--- src/rtl/rs232_pkt_pkg.sv ---
// Shared types and default constants for the RS232 receive packet controller.
// Latency: n/a. Backpressure: n/a.
package rs232_pkt_pkg;

  typedef enum logic [2:0] {
    HUNT    = 3'd0,
    LEN     = 3'd1,
    PAYLOAD = 3'd2,
    CSUM    = 3'd3,
    EMIT    = 3'd4
  } pkt_state_t;

  localparam logic [7:0] SYNC_BYTE = 8'hA5;
  localparam int         MAX_LEN   = 16;

endpackage

--- src/rtl/rs232_pkt_buffer.sv ---
// Payload register file: one synchronous write port, one combinational read port.
// Latency: write visible the cycle after; read is same-cycle. Backpressure: none.
module rs232_pkt_buffer #(
  parameter int MAX_LEN = 16,
  parameter int AW      = $clog2(MAX_LEN)
) (
  input  logic          clk,
  input  logic          i_wr_en,
  input  logic [AW-1:0] i_wr_addr,
  input  logic [7:0]    i_wr_dat,
  input  logic [AW-1:0] i_rd_addr,
  output logic [7:0]    o_rd_dat
);

  logic [7:0] r_mem [MAX_LEN];

  always_ff @(posedge clk) begin
    if (i_wr_en) begin
      r_mem[i_wr_addr] <= i_wr_dat;
    end
  end

  assign o_rd_dat = r_mem[i_rd_addr];

endmodule

--- src/rtl/rs232_rx_packet_controller.sv ---
// Drains the deserializer FIFO, frames SYNC/LEN/payload/CSUM packets and streams good payloads out.
// Latency: CSUM pop to first out_valid is 1 cycle. Backpressure: out_ready stalls EMIT; no pops while emitting.
module rs232_rx_packet_controller #(
  parameter int          DATA_WIDTH     = 9,
  parameter int          MAX_LEN        = rs232_pkt_pkg::MAX_LEN,
  parameter logic [7:0]  SYNC_BYTE      = rs232_pkt_pkg::SYNC_BYTE,
  parameter logic [19:0] TIMEOUT_CYCLES = 20'd434000
) (
  input  logic                  clk,
  input  logic                  reset_n,
  input  logic [7:0]            fifo_read_available,
  input  logic [DATA_WIDTH-1:0] received_data,
  output logic                  receive_data_en,
  output logic [7:0]            out_data,
  output logic                  out_valid,
  output logic                  out_last,
  input  logic                  out_ready,
  output logic [7:0]            err_count,
  output logic                  busy
);
  import rs232_pkt_pkg::*;

  localparam int IW = $clog2(MAX_LEN + 1);
  localparam int AW = $clog2(MAX_LEN);

  pkt_state_t    r_state;
  pkt_state_t    w_state_nxt;
  logic [1:0]    r_holdoff;
  logic [19:0]   r_gap;
  logic [7:0]    r_sum;
  logic [IW-1:0] r_len;
  logic [IW-1:0] r_idx;
  logic [IW-1:0] r_ridx;
  logic          r_rden;
  logic [7:0]    r_out_data;
  logic          r_out_valid;
  logic          r_out_last;
  logic [7:0]    r_err;
  logic          r_busy;

  logic [7:0]    w_byte;
  logic          w_can_pop;
  logic          w_timeout;
  logic          w_pop;
  logic          w_err;
  logic          w_wr_en;
  logic          w_emit_start;
  logic          w_emit_adv;
  logic          w_emit_done;
  logic [IW-1:0] w_ridx_nxt;
  logic [7:0]    w_rd_data;
  logic          w_unused;

  assign w_byte    = received_data[7:0];
  assign w_unused  = &{1'b0, received_data[DATA_WIDTH-1:8]};
  assign w_can_pop = (fifo_read_available != 8'd0) && (r_holdoff == 2'd0);
  assign w_timeout = (r_gap >= TIMEOUT_CYCLES - 20'd1);

  always_ff @(posedge clk or negedge reset_n) begin
    if (!reset_n) begin
      r_state <= HUNT;
    end else begin
      r_state <= w_state_nxt;
    end
  end

  always_comb begin
    w_state_nxt  = r_state;
    w_pop        = 1'b0;
    w_err        = 1'b0;
    w_wr_en      = 1'b0;
    w_emit_start = 1'b0;
    w_emit_adv   = 1'b0;
    w_emit_done  = 1'b0;
    case (r_state)
      HUNT: begin
        if (w_can_pop) begin
          w_pop = 1'b1;
          if (w_byte == SYNC_BYTE) w_state_nxt = LEN;
        end
      end
      LEN: begin
        if (w_can_pop) begin
          w_pop = 1'b1;
          if (w_byte == 8'd0 || w_byte > 8'(MAX_LEN)) begin
            w_err       = 1'b1;
            w_state_nxt = HUNT;
          end else begin
            w_state_nxt = PAYLOAD;
          end
        end else if (w_timeout) begin
          w_err       = 1'b1;
          w_state_nxt = HUNT;
        end
      end
      PAYLOAD: begin
        if (w_can_pop) begin
          w_pop   = 1'b1;
          w_wr_en = 1'b1;
          if (r_idx == r_len - IW'(1)) w_state_nxt = CSUM;
        end else if (w_timeout) begin
          w_err       = 1'b1;
          w_state_nxt = HUNT;
        end
      end
      CSUM: begin
        if (w_can_pop) begin
          w_pop = 1'b1;
          if (w_byte == r_sum) begin
            w_emit_start = 1'b1;
            w_state_nxt  = EMIT;
          end else begin
            w_err       = 1'b1;
            w_state_nxt = HUNT;
          end
        end else if (w_timeout) begin
          w_err       = 1'b1;
          w_state_nxt = HUNT;
        end
      end
      EMIT: begin
        if (r_out_valid && out_ready) begin
          if (r_out_last) begin
            w_emit_done = 1'b1;
            w_state_nxt = HUNT;
          end else begin
            w_emit_adv = 1'b1;
          end
        end
      end
      default: w_state_nxt = HUNT;
    endcase
  end

  // Read address runs one ahead of the presented byte so out_data is registered.
  assign w_ridx_nxt = w_emit_start ? '0 : r_ridx + IW'(1);

  rs232_pkt_buffer #(
    .MAX_LEN (MAX_LEN),
    .AW      (AW)
  ) u_buf (
    .clk       (clk),
    .i_wr_en   (w_wr_en),
    .i_wr_addr (r_idx[AW-1:0]),
    .i_wr_dat  (w_byte),
    .i_rd_addr (w_ridx_nxt[AW-1:0]),
    .o_rd_dat  (w_rd_data)
  );

  always_ff @(posedge clk or negedge reset_n) begin
    if (!reset_n) begin
      r_holdoff   <= 2'd0;
      r_gap       <= 20'd0;
      r_sum       <= 8'd0;
      r_len       <= '0;
      r_idx       <= '0;
      r_ridx      <= '0;
      r_rden      <= 1'b0;
      r_out_data  <= 8'd0;
      r_out_valid <= 1'b0;
      r_out_last  <= 1'b0;
      r_err       <= 8'd0;
      r_busy      <= 1'b0;
    end else begin
      r_rden <= w_pop;
      r_busy <= (w_state_nxt != HUNT);
      // Status input trails a pop by two cycles, so hold off re-reading it.
      if (w_pop) begin
        r_holdoff <= 2'd2;
      end else if (r_holdoff != 2'd0) begin
        r_holdoff <= r_holdoff - 2'd1;
      end
      if (w_pop || r_state == HUNT || r_state == EMIT || w_state_nxt == HUNT) begin
        r_gap <= 20'd0;
      end else begin
        r_gap <= r_gap + 20'd1;
      end
      if (w_pop && r_state == LEN) begin
        r_len <= w_byte[IW-1:0];
        r_sum <= w_byte;
        r_idx <= '0;
      end else if (w_wr_en) begin
        r_sum <= r_sum + w_byte;
        r_idx <= r_idx + IW'(1);
      end
      if (w_err && r_err != 8'hFF) begin
        r_err <= r_err + 8'd1;
      end
      if (w_emit_start) begin
        r_out_valid <= 1'b1;
        r_out_data  <= w_rd_data;
        r_out_last  <= (r_len == IW'(1));
        r_ridx      <= '0;
      end else if (w_emit_adv) begin
        r_out_data  <= w_rd_data;
        r_out_last  <= (w_ridx_nxt == r_len - IW'(1));
        r_ridx      <= w_ridx_nxt;
      end else if (w_emit_done) begin
        r_out_valid <= 1'b0;
        r_out_last  <= 1'b0;
      end
    end
  end

  assign receive_data_en = r_rden;
  assign out_data        = r_out_data;
  assign out_valid       = r_out_valid;
  assign out_last        = r_out_last;
  assign err_count       = r_err;
  assign busy            = r_busy;

endmodule

--- config.mk ---
export PLATFORM = sky130hd
export DESIGN_NAME = rs232_rx_packet_controller
export DESIGN_NICKNAME = d
export VERILOG_FILES = /design/src/rtl/rs232_pkt_pkg.sv /design/src/rtl/rs232_pkt_buffer.sv /design/src/rtl/rs232_rx_packet_controller.sv
export SDC_FILE = /design/constraint.sdc
export NUM_CORES = 1
export LEC_CHECK = 0
export BUFFER_PORTS_ARGS = -buffer_cell sky130_fd_sc_hd__buf_2
export CORE_ASPECT_RATIO = 1.25
export CORE_MARGIN = 2
export CORE_UTILIZATION = 55
export DETAILED_ROUTE_END_ITERATION = 16
export PLACE_DENSITY = 0.86
export SETUP_SLACK_MARGIN = 0.05
export SYNTH_ARGS = -nofsm -noshare
export SYNTH_HDL_FRONTEND = slang
export SYNTH_SLANG_ARGS = --single-unit
--- constraint.sdc ---
create_clock -name clk -period 2.7 [get_ports clk]
set_clock_uncertainty 0.05 [all_clocks]
set_input_delay 0.135 -clock clk [delete_from_list [all_inputs] [get_ports clk]]
set_output_delay 0.135 -clock clk [all_outputs]
set_load 0.005 [all_outputs]
After elaboration in Yosys (flattened, before gate mapping)
Memory sizes are Yosys's and may differ from the RTL's. Cells that the tools add are included.

Bits in registers: 68. Bits in latches: 0. Memory bits (writable): 128. Memory bits (read-only): 0. Output and inout port bits: 20. Word-level logic and storage cells: 106. Memories kept: 1.

Memory list: u_buf.r_mem (depth 16, width 8, read ports 1, clocked after Yosys merged registers in 0, write ports 1, line rs232_pkt_buffer.sv:15) `logic [7:0] r_mem [MAX_LEN];`.

$add $sub $neg: 7. Multipliers: 0. Div/mod/pow operators: 0. $lt $le $gt $ge: 2. Eq/ne operators: 11. Shifts and indexed selects: 0. Mux-type cells: 50. Bitwise gates (word level): 0. Reduce and logical (&&, ||, !) cells: 22.

Operator list (count): $mux 8 (4); $mux 3 (10); $mux 1 (25); $mux 5 (5); $add 20x1->20 const B (1); $ge 20x19->1 const B (1); $mux 20 (1); $pmux 3 s5 (1); $add 5x1->5 const B (2); $eq 5x5->1 (2); $reduce_bool 2->1 (5); $add 8x1->8 const B (1); $add 8x8->8 (1); $eq 8x8->1 (1); $eq 8x8->1 const B (1); $gt 8x5->1 const B (1); $logic_not 8->1 (1); $ne 8x8->1 const B (1); $reduce_bool 8->1 (1); $eq 3x2->1 const B (2); $logic_not 3->1 (2); $mux 2 (3); $reduce_bool 3->1 (2); $eq 5x1->1 const B (1); 11 further kinds (17).

Logic depth before layout (Yosys ltp)
Gate-level depths: netlist (run 1).

Depth after elaboration: 8. Depth in mapped cells: 10. Gate-level depth less buffers: 9.

Cells and area by module
From an unflattened synthesis (run 1), not the netlist that was laid out.

Cells, all modules: 593. Area, all modules: 8757.1 um^2.

By module, submodules not included: rs232_pkt_buffer (times used 1, cells an instance 221, area each 4987.3 um^2, sequential area each 3843.7 um^2); rs232_rx_packet_controller (times used 1, cells an instance 372, area each 3769.9 um^2, sequential area each 1701.6 um^2).

Least setup slack after synthesis (run 1)
No wires, ideal clock.

Kind: register to register. Start: reg r_state[1]. End: mem u_buf.r_mem[0][0] (enable). Setup time: 383 ps. Data arrival time: 2043 ps. Path slack: 223 ps. Stages on the path, launching flop included: 7. Clock period less this slack: 2477 ps. Cells stage by stage: dfrtp_1 > clkbuf_1 > nor3b_1 > o211a_1 > clkbuf_1 > nand2_1 > nor3_1.

Cells in the longest elaborated chain, start to end: 4.

RTL lines: start, declared (line rs232_rx_packet_controller.sv:26) `pkt_state_t r_state;`; start signal, assigned (line rs232_rx_packet_controller.sv:63) `r_state <= w_state_nxt;`; $eq 3x2->1 (line rs232_rx_packet_controller.sv:75) `case (r_state)`; $mux 1 (line rs232_rx_packet_controller.sv:75); $mux 1 (line rs232_pkt_buffer.sv:18) `if (i_wr_en) begin`; $mux 1 (not written as such) (line rs232_pkt_buffer.sv:19) `r_mem[i_wr_addr] <= i_wr_dat;`; end, declared (line rs232_pkt_buffer.sv:15).

No other way between the ends.

Worst setup path in the final report (run 1)
Start: reg r_sum[1]. End: reg r_out_data[2], in the netlist out_data[2].

Cells in the longest elaborated chain, start to end: 8. Elaborated cells on any way between the ends: 9.

RTL lines: start, declared (line rs232_rx_packet_controller.sv:30) `logic [7:0] r_sum;`; start signal, assigned (line rs232_rx_packet_controller.sv:180) `r_sum <= w_byte;`; start signal, assigned (line rs232_rx_packet_controller.sv:183) `r_sum <= r_sum + w_byte;`; $eq 8x8->1 (*) (line rs232_rx_packet_controller.sv:109) `if (w_byte == r_sum) begin`; $mux 1 (*) (line rs232_rx_packet_controller.sv:109); $mux 1 (*) (line rs232_rx_packet_controller.sv:107) `if (w_can_pop) begin`; $mux 1 (*) (line rs232_rx_packet_controller.sv:75); $mux 5 (line rs232_rx_packet_controller.sv:136) `assign w_ridx_nxt = w_emit_start ? '0 : r_ridx + IW'(1);`; $mem_v2 16x8; $mux 8 (line rs232_rx_packet_controller.sv:194) `end else if (w_emit_adv) begin`; $mux 8 (line rs232_rx_packet_controller.sv:189) `if (w_emit_start) begin`; end signal, assigned (line rs232_rx_packet_controller.sv:191) `r_out_data <= w_rd_data;`; end signal, assigned (line rs232_rx_packet_controller.sv:195) `r_out_data <= w_rd_data;`; end, declared (line rs232_rx_packet_controller.sv:35) `logic [7:0] r_out_data;`.

Every way passes the cells marked *; elsewhere a longest branch is shown, timed or not. The select of a mux whose other input is x is not followed. A chain may end at the register's enable or synchronous reset.

==> summary.md, run 1 <==
| Metric | Value |
|---|---|
| Width of the die | roughly 120 um |
| Worst hold path type | in -> reg |
| Root Driver | clkbuf_16 |
| WL/cell | ~20 um |
| GRT busiest layer | met2 |
| Ys Warns | 0 |
| Most used flip-flop cell after synthesis | edfxtp_1 |
| Clock Sink Count | 196 |
| Share of Yosys cell area claimed by the top area cell type | between 40% and 50% |
| Drc violations | 0 |
| Htree depth | 4 |
| Grt met1 use | between 30% and 40% |
| CP max FO | 14 |
| Drt initial violations | ~760 |
| Row count | 52 |
| Die H | between 100 and 150 um |
| Worst r2r src | r_sum[1]$_DFFE_PN0P_ |
| Critical path data required time | slightly below 3 ns |
| Met2 GRT Util | between 40% and 50% |
| Post-synthesis mux area share | between 3 and 4% |
| Die area | 0.0173 sq mm |
| Crit path time final | between 2 and 3 ns |
| DR vias | roughly 6400 |
| Most frequent cells in the layout | edfxtp_1, nor2_1, dfrtp_1 |
| Number of enable flip-flop cells after synthesis | between 100 and 150 |
| Post-Synth XOR/XNOR Area | between 4 and 5% |
| P&R area growth vs syn | 16.6% |
| Setup crit start | r_sum[1]$_DFFE_PN0P_ |
| Final wirelength | approximately 21 mm |
| Most common cell after layout, fill and taps aside | edfxtp_1 |
| Cell count after synthesis | between 700 and 800 |
| Netlist cell types | 64 |
| Global route overflow | 0 |
| Syn Area/Cell | around 12 sq um |
| CTS Buffer Depth | 2 |
| Outcome | finished, final reports clean |
| Top Ports | 40 |
| Combinational family with the most area after synthesis | simple AND/OR/NAND/NOR gates |
| FF+latch count, synth | a little under 200 |
| Vias in the first global route | roughly 6400 |
| Worst-path clk slew | 0.07 ns |
| F_max | a little under 400 MHz |
| TritonCTS clock tree | done |
| CP arrival | ~2.8 ns |
| Cell Area, Synth | 0.00894 sq mm |
| Final Util | 64.8% |
| Cell taking the most area after synthesis | edfxtp_1 |
| Pre-antenna DRT Iters | 5 |
| Filler Cells Inserted | about 1200 |
| Final count of hold timing violations | 0 |
| Pin count of the biggest net entering global routing | 57 |
| Worst skew pair latency | 0.44 ns |
| Hold path startpoint | received_data[0] |
| Core ar. | around 0.016 sq mm |
| Post-synthesis adder-cell area fraction | between 2 and 3% |
| Footprint of the multi-input gates | 0.00328 sq mm |
| Synth area leaders | edfxtp_1, dfrtp_1, nor2_1, xnor2_1, mux2i_1 |
| Routing usage on met3 | between 4 and 5% |
| Simple-gate share of the synthesized area | 12.8% |
| Worst vdd ir | between 300 and 400 uV |
| Nature of the critical path startpoint | flop |
| PnR Total Power | ~5.8 mW |
| Slew HR | a little under three fifths |
| Antenna violations before repair | 0 |
| ANT nets after route | 0 |
| Gr usage total | roughly 25% |
| Syn_nets | between 700 and 800 |
| P_leak | slightly below 4 nW |
| Hpwl dp | ~13 mm |
| RSZ-0062 raised after global routing | true |
| First-pass GRT wire length | ~33 mm |
| # diodes | 0 |
| Share of cells above drive strength 1 | roughly a fifth |
| Fraction of registers with async set/reset | about a third |
| Final worst path period share | between 90% and 100% |
| Setup bufs post-CTS | 0 |
| Vias per cell | about 6 |
| CP endpoint kind | flop |
| Pins Over Slew Limit | 0 |
| Max cap viols | 0 |
| Sequential area share after synthesis | 62.1% |
| IO buf count | 38 |
| Register area | around 0.0055 sq mm |
| Actual slew at the worst max-slew pin | approximately 0.67 ns |
| # setup viols final | 0 |
| Number of buffers created by CTS | 17 |
| Initial core utilization | between 50 and 60% |
| Post-synthesis compound-gate area fraction | 12.3% |
| Crit Path Class | reg -> reg |
| Nets | 845 |
| Power per cell area | about 550 mW/mm^2 |
| GP Congestion | 0.873 |
## through the flow
step | hold WS (ns) | worst slack (ns) | area [sq um] | setup TNS (ns) | instances
2_1_floorplan | -0.211 | 0.223 | 8940 | 0 | 727
3_3_place_gp | 0.117 | 0.0353 | 9720 | 0 | 1001
3_5_place_dp | 0.120 | -0.0545 | 9720 | -0.0827 | 1001
4_1_cts | 0.119 | 0.110 | 10400 | 0 | 1036
5_1_grt | 0.154 | 0.0171 | 10400 | 0 | 1036
6_report | 0.142 | 0.139 | 10400 | 0 | 1036
## per-layer routing
metal / vias up / share of wire [%]
met3: 70 / 7.5
met5: - / 0
met2: 315 / 50
met4: 0 / 4.3
li1: 2884 / -
met1: 3085 / 38
## logic make-up after synthesis
kind of cell             Yosys count
buffers and inverters             54
XOR/XNOR                          46
multiplexers                      27
flip-flops                       196
AND/OR/NAND/NOR                  230
adder cells (fa/ha/maj)           18
other                              1
AO/OA/AOI/OAI                    155
## power breakdown
group          leakage [nW]  total [mW]  switching (mW)  internal, mW
clock                 0.279        2.44            1.15          1.29
combinational          1.59       0.130          0.0929        0.0371
sequential             2.07        3.20        0.000666          3.20
total                  3.94        5.77            1.24          4.53
## final cells by class
cell class	instances	area share, %
Timing Repair Buffer	95	6.50
Clock buffer	20	4.49
Inverter	19	0.684
Multi-Input combinational cell	478	31.5
Sequential cell	196	53.2
Clock inverter	12	1.02
Tap cell	216	2.59
## path summary, 6_finish.rpt
check	end	slack, ns	cells after the start
setup / recovery	out_data[2]$_DFFE_PN0P_	0.14	8
hold / removal	r_sum[0]$_DFFE_PN0P_	0.14	4
setup reg to reg	out_data[2]$_DFFE_PN0P_	0.14	8
hold reg to reg	r_gap[0]$_DFF_PN0_	0.40	1
max in group asynchronous	r_sum[1]$_DFFE_PN0P_	1.76	3
min in group asynchronous	err_count[2]$_DFFE_PN0P_	0.19	2
## critical path, stage by stage (launching register included)
cell and delay [ns]:
dfrtp_1 0.40, ha_1 0.34, nor3_2 0.07, and4_4 0.22, and2_4 0.20, buf_6 0.17, a2111oi_1 0.49, a211oi_2 0.08
a2111o_1 0.41
## cell usage after synthesis (3+ instances only)
cell / number
a2111oi_0: 23
a21o_1: 3
clkbuf_1: 26
a2111oi_1: 7
nand4b_1: 3
nand3_1: 22
a21oi_1: 20
o21ai_0: 45
xor2_1: 18
buf_6: 3
mux2i_1: 24
buf_2: 5
edfxtp_1: 128
a2111o_1: 8
nor4_1: 5
and4_1: 3
nor2_1: 69
nand4_1: 4
a22oi_1: 5
xnor2_1: 28
dfrtp_1: 68
a31oi_1: 3
nand2_1: 52
nand2b_1: 12
nor2b_1: 13
inv_1: 19
and3_1: 14
o22ai_1: 8
nor3_1: 12
ha_1: 17
o31ai_1: 4
a211oi_1: 8
## repair_timing
action                                 in CTS  in global routing
gates resized for setup                    12                 17
hold buffers                                2                  0
cloned                                      1                  0
endpoints found under the hold margin      25                  0
pin swaps                                   1                  0
setup endpoints to repair                   8                 27
## sequential cells by signal, summed over array words and instances (netlist names)
register,flops
busy,1
err_count,8
out_data,8
out_last,1
out_valid,1
r_gap,20
r_holdoff,2
r_idx,5
r_len,5
r_ridx,5
r_state,3
r_sum,8
receive_data_en,1
u_buf.r_mem,128
Note: power is estimated with default switching activity, not from simulation.
==> run 2, diff against run 1 <==
- CORE_UTILIZATION: 55 -> 40
- PLACE_DENSITY: 0.86 -> 0.69
==> run 2 against run 1 <==
Compared with the run above: combinational power about the same; cell area increased by 0.80%; largest cell class unchanged; worst hold slack improved by 0.011 ns; clock power increased by 3%; final cell count increased by 6.9%; critical path type unchanged; non-clock buffer count increased by 5; routed wire length decreased by 0.65%.
==> summary.md, run 2 (same netlist as run 1, synthesis figures left out) <==
| Metric | Value |
|---|---|
| Root Driver | clkbuf_16 |
| Met2 GRT Util | 30.4% (-13 points) |
| Pins Over Slew Limit | 0 (unchanged) |
| Clk pwr share | 43.0% (+0.7 points) |
| Final count of hold timing violations | 0 (unchanged) |
| Power per cell area | 557 mW/mm^2 (+0.53%) |
| PnR Total Power | 5.85 mW (+1.3%) |
| Reg with most FFs | u_buf.r_mem |
| Worst-path clk slew | 0.07 ns (about the same) |
| ANT nets after route | 0 (unchanged) |
| Worst r2r src | r_ridx[0]$_DFFE_PN0P_ |
| Pin count of the biggest net entering global routing | 69 (+21%) |
| Setup crit start | r_ridx[0]$_DFFE_PN0P_ |
| Part of the power in combinational logic | 2.2% (about the same) |
| Setup bufs post-CTS | 0 (unchanged) |
| Die H | 171 um (+17%) |
| Psw | 1.30 mW (+4.5%) |
| Sequential cell fraction of total power | 54.7% (-0.8 points) |
| IO buf count | 38 (unchanged) |
| Clock Sink Count | 196 (unchanged) |
| # diodes | 0 (unchanged) |
| Family with the most delay on the worst path | compound AO/OA/AOI/OAI gates |
| Number of buffers created by CTS | 17 (unchanged) |
| Most frequent cells in the layout | edfxtp_1, nor2_1, dfrtp_1 |
| Global route overflow | 0 (unchanged) |
| Crit Path Class | reg -> reg |
| Max cap viols | 0 (unchanged) |
| Top Ports | 40 (unchanged) |
| Drt initial violations | 488 (-36%) |
| Worst vdd ir | 444 uV (+28%) |
| GRT busiest layer | met2 |
| Final Util | 47.6% (-17 points) |
| CP arrival | 2.84 ns (about the same) |
| Grt met1 use | 23.8% (-6.3 points) |
| Worst skew pair latency | 0.44 ns (about the same) |
| Slew HR | 38.3% (-17 points) |
| Most common cell after layout, fill and taps aside | edfxtp_1 |
| Htree depth | 4 (unchanged) |
| Final wirelength | 20.8 mm (-0.65%) |
| CTS Buffer Depth | 2 (unchanged) |
| Crit path time final | 2.56 ns (+0.00288 ns) |
| Gr usage total | 18.5% (-6.5 points) |
| Setup TNS | 0 ns (unchanged) |
| Register area | 0.00555 sq mm (unchanged) |
| P&R area growth vs syn | 17.5% |
| Antenna violations before repair | 0 (unchanged) |
| Pre-antenna DRT Iters | 4 (-1) |
| WL/cell | 18.8 um (-7.0%) |
| CP endpoint kind | flop |
| Nets | 849 (+0.47%) |
| Biggest regs | u_buf.r_mem (128), r_gap (20) |
| Drc violations | 0 (unchanged) |
| Power Internal | 4.55 mW (+0.47%) |
| First-pass GRT wire length | 32.5 mm (-1.5%) |
| Switching share of power | 22.2% (+0.68 points) |
| P_leak | 3.95 nW (+0.32%) |
| Vias in the first global route | 5894 (-7.3%) |
| TritonCTS clock tree | done |
| DR vias | 6126 (-3.6%) |
| Hpwl dp | 14.0 mm (+6.1%) |
| GP Congestion | 0.792 (-9.3%) |
| Slowest-stage cell, CP | a2111oi_1 |
| Hold path startpoint | received_data[0] |
| Non-Filler Instances | 1107 (+6.9%) |
| Final worst path period share | 95.0% (+0.11 points) |
| Core ar. | 0.0221 sq mm (+37%) |
| Filler Cells Inserted | 1925 (+67%) |
| Footprint of the multi-input gates | 0.00323 sq mm (-1.4%) |
| Routing usage on met3 | 3.67% (-0.82 points) |
| Row count | 61 (+17%) |
| RSZ-0062 raised after global routing | false |
| # setup viols final | 0 (unchanged) |
| Width of the die | 138 um (+17%) |
| Critical path data required time | 2.97 ns (about the same) |
| Worst hold path type | in -> reg |
| Buf/Inv on CP | 1 (unchanged) |
| Nature of the critical path startpoint | flop |
| CP max FO | 7 (-7) |
| Critical Path Max Stage Delay | 0.46 ns (-0.03 ns) |
| Actual slew at the worst max-slew pin | 0.925 ns (+0.253 ns) |
| Initial core utilization | 40.5% (-15 points) |
| F_max | 390 MHz (-0.11%) |
| Max FFs per register | 128 (unchanged) |
| Vias per cell | 5.53 (-9.8%) |
| Outcome | finished, final reports clean |
| Placed insts | 1073 (+7.2%) |
| Share of cells above drive strength 1 | 18.7% (-0.34 points) |
| Worst-path cell chain | ha_2, nor2b_1, buf_4, nand2_1, o21ai_0, a2111oi_1, a211oi_1, a2111o_1 |
| Die area | 0.0236 sq mm (+36%) |
[run 2: cell count changes in the layout (fill, tap and decap cells not counted), sizes merged]
cell,change
buf,+5
and2,-1
inv,-2
clkbuf,-3
bufinv,+1
clkinv,+4
[run 2: per-stage QoR]
stage          setup WS [ns]  cell area [sq um]  hold slack (ns)
2_1_floorplan          0.223               8940           -0.211
3_3_place_gp          0.0530               9830            0.277
3_5_place_dp         -0.0247               9830            0.287
4_1_cts               0.0179              10500            0.110
5_1_grt               0.0461              10500            0.165
6_report               0.136              10500            0.153
[run 2: cell type report]
| class | instances | area share (%) |
|---|---|---|
| clock buffers | 17 | 4.05 |
| inverters | 19 | 0.679 |
| flip-flops and latches | 196 | 52.8 |
| multi-input cells | 477 | 30.8 |
| well taps | 283 | 3.37 |
| repair buffers | 100 | 6.71 |
| clock inverters | 15 | 1.61 |
[run 2: timing repair]
action                     4_1_cts  5_1_grt
hold buffers                     2        0
gates resized for setup          2       18
setup endpoints to repair        1       27
hold endpoints to repair        69        0
[run 2: power groups by stage]
stage | clock network [mW] | logic [mW] | registers, mW
after floorplan | 0 | 0.0203 | 3.27
after global placement | 0 | 0.123 | 3.27
after detailed placement | 0 | 0.126 | 3.27
after CTS | 2.56 | 0.129 | 3.20
after global routing | 2.68 | 0.142 | 3.20
final | 2.52 | 0.131 | 3.20
[run 2: worst register-to-register path, cell delays in order, from the launching register on]
cell	delay, ns
dfrtp_2	0.43
ha_2	0.32
nor2b_1	0.22
buf_4	0.20
nand2_1	0.06
o21ai_0	0.18
a2111oi_1	0.46
a211oi_1	0.13
a2111o_1	0.41
[run 2: metal layers]
metal / up-vias / wire [um]
li1: 2882 / -
met4: 0 / 594
met5: - / 0
met1: 3029 / 8770
met3: 35 / 985
met2: 180 / 10400
[run 2: path summary, 6_finish.rpt]
check / end / slack [ns] / cells after the start
max in group asynchronous: r_ridx[0]$_DFFE_PN0P_ / 1.62 / 2
min reg2reg: r_gap[0]$_DFF_PN0_ / 0.41 / 1
max: out_data[3]$_DFFE_PN0P_ / 0.14 / 8
min in group asynchronous: err_count[1]$_DFFE_PN0P_ / 0.30 / 2
min: r_sum[0]$_DFFE_PN0P_ / 0.15 / 4
max reg2reg: out_data[3]$_DFFE_PN0P_ / 0.14 / 8
==> run 3, diff against run 2 <==
- PLACE_DENSITY: 0.69 -> 0.67
- clock period: 2.7 -> 3 ns (I/O delays scaled with it)
==> run 3 against run 2 <==
Compared with the run above: non-clock buffer count shrank 16; register-to-register slack better by 0.06 ns; sequential share of layout area up 1.2 points; cell area down 2.2%; worst setup slack better by 0.063 ns; total power decreased by 12%; worst hold slack got worse by 0.025 ns; core utilization down 1.0 points; routed wire length is 2.5% lower; final cell count shrank 1.4%; count of clock-buffer cells in the layout is the same; global-route usage down 0.17 points; critical path type unchanged.
==> summary.md, run 3 (same netlist as run 1, synthesis figures left out) <==
| Metric | Value |
|---|---|
| Width of the die | 138 um (unchanged) |
| Clock Sink Count | 196 (unchanged) |
| Worst-path clk slew | 0.07 ns (about the same) |
| Hpwl dp | 13.9 mm (-0.60%) |
| Global route overflow | 0 (unchanged) |
| Final count of hold timing violations | 0 (unchanged) |
| Critical Path Max Stage Delay | 0.61 ns (+0.15 ns) |
| # setup viols final | 0 (unchanged) |
| Number of buffers created by CTS | 17 (unchanged) |
| Setup TNS | 0 ns (unchanged) |
| Final hold slack | 0.129 ns (-0.0247 ns) |
| Root Driver | clkbuf_16 |
| Row count | 61 (unchanged) |
| Critical path data required time | 3.33 ns (+0.36 ns) |
| Share of cells above drive strength 1 | 16.3% (-2.4 points) |
| Crit Path Class | reg -> reg |
| Crit path time final | 2.80 ns (+0.237 ns) |
| IO buf count | 38 (unchanged) |
| Worst skew pair latency | 0.44 ns (about the same) |
| Biggest regs | u_buf.r_mem (128), r_gap (20) |
| P&R area growth vs syn | 15.0% |
| GP Congestion | 0.883 (+11%) |
| Reg with most FFs | u_buf.r_mem |
| Die H | 171 um (unchanged) |
| Top Ports | 40 (unchanged) |
| Nets | 833 (-1.9%) |
| CP max FO | 9 (+2) |
| WL/cell | 18.6 um (-1.1%) |
| Actual slew at the worst max-slew pin | 0.902 ns (-0.0232 ns) |
| PnR Total Power | 5.17 mW (-12%) |
| Slew HR | 39.9% (+1.5 points) |
| Initial core utilization | 40.5% (unchanged) |
| Vias in the first global route | 5982 (+1.5%) |
| Worst hold path type | in -> reg |
| DR vias | 5967 (-2.6%) |
| CP arrival | 3.13 ns (+0.29 ns) |
| CTS Buffer Depth | 2 (unchanged) |
| Drt initial violations | 425 (-13%) |
| Worst r2r src | r_state[1]$_DFF_PN0_ |
| Filler Cells Inserted | 1972 (+2.4%) |
| Slowest-stage cell, CP | a2111oi_0 |
| Vias per cell | 5.47 (-1.2%) |
| Placed insts | 1057 (-1.5%) |
| Pre-antenna DRT Iters | 5 (+1) |
| # diodes | 0 (unchanged) |
| Core ar. | 0.0221 sq mm (unchanged) |
| Power per cell area | 503 mW/mm^2 (-9.6%) |
| First-pass GRT wire length | 32.6 mm (+0.21%) |
| Max cap viols | 0 (unchanged) |
| Worst-path cell chain | or3b_2, nor3_2, nand2_1, buf_4, a2111oi_0, a2111o_1 |
| Htree depth | 4 (unchanged) |
| Gr usage total | 18.3% (-0.17 points) |
| Antenna violations before repair | 0 (unchanged) |
| RSZ-0062 raised after global routing | false |
| Nature of the critical path startpoint | flop |
| Most frequent cells in the layout | edfxtp_1, nor2_1, dfrtp_1 |
| Die area | 0.0236 sq mm (unchanged) |
| Final worst path period share | 93.3% (-1.6 points) |
| CP endpoint kind | flop |
| Most common cell after layout, fill and taps aside | edfxtp_1 |
| Setup bufs post-CTS | 0 (unchanged) |
| Pin count of the biggest net entering global routing | 69 (unchanged) |
| Setup crit start | r_state[1]$_DFF_PN0_ |
| P_leak | 3.85 nW (-2.6%) |
| F_max | 357 MHz (-8.5%) |
| Max FFs per register | 128 (unchanged) |
| ANT nets after route | 0 (unchanged) |
| Worst vdd ir | 378 uV (-15%) |
| Outcome | finished, final reports clean |
| Pins Over Slew Limit | 0 (unchanged) |
| Final wirelength | 20.3 mm (-2.5%) |
| TritonCTS clock tree | done |
| Drc violations | 0 (unchanged) |
| Hold path startpoint | received_data[0] |
| Non-Filler Instances | 1091 (-1.4%) |
-- run 3: cell count changes in the layout (fill, tap and decap cells not counted), sizes merged --
cell / change
bufinv: -1
buf: -16
inv: +2
clkinv: -1
-- run 3: cell type report --
cell class                 instances  area, sq um  area share, %
inverter                          19         71.3          0.694
sequential                       196         5550           54.0
multi-input combinational        477         3180           31.0
clock buffer                      17          425           4.14
timing repair buffer              84          556           5.41
clock inverter                    15          138           1.34
tap                              283          354           3.45
-- run 3: timing repair --
| action | CTS | global route |
|---|---|---|
| hold buffers | 2 | 0 |
| resized for setup | 0 | 3 |
| hold endpoints to repair | 69 | 0 |
| endpoints found under the setup margin | 0 | 7 |
-- run 3: path summary, 6_finish.rpt --
check / end / slack, ns / cells after the start
setup / recovery: out_data[4]$_DFFE_PN0P_ / 0.20 / 6
hold / removal: r_sum[0]$_DFFE_PN0P_ / 0.13 / 4
setup reg to reg: out_data[4]$_DFFE_PN0P_ / 0.20 / 6
hold reg to reg: r_gap[0]$_DFF_PN0_ / 0.41 / 1
max in group asynchronous: r_ridx[0]$_DFFE_PN0P_ / 1.94 / 2
min in group asynchronous: err_count[0]$_DFFE_PN0P_ / 0.32 / 2
-- run 3: report_power, final --
group / leakage [nW] / switching [mW] / internal (mW) / total (mW)
sequential: 2.07 / 0.000581 / 2.88 / 2.88
combinational: 1.51 / 0.0823 / 0.0279 / 0.110
clock: 0.274 / 1.08 / 1.10 / 2.18
-- run 3: through the flow --
step                      utilization (%)  setup slack [ns]  instance area [sq um]
final                                46.6             0.200                  10300
after global routing                 46.6            0.0577                  10300
after CTS                            46.5             0.147                  10300
after detailed placement             43.9             0.164                   9680
after global placement               43.9             0.115                   9680
after floorplan                         -             0.523                   8940
-- run 3: worst max-delay path: cells and delay by family (launching register included) --
kind / cells / cell delay [ns]
AOI/OAI and AO/OA: 2 / 0.79
and+or+nand+nor: 3 / 1.19
buffers and inverters: 1 / 0.23
DFF: 1 / 0.49
-- run 3: per-layer routing --
layer  wire length, um  global-route usage, %  share of wire (%)  vias up
li1                  -                      -                  -     2852
met1              8480                   22.5                 42     2958
met2             10800                   32.8                 53      132
met3               679                   2.76                3.4       25
met4               302                   5.65                1.5        0
met5                 0                      0                  0        -
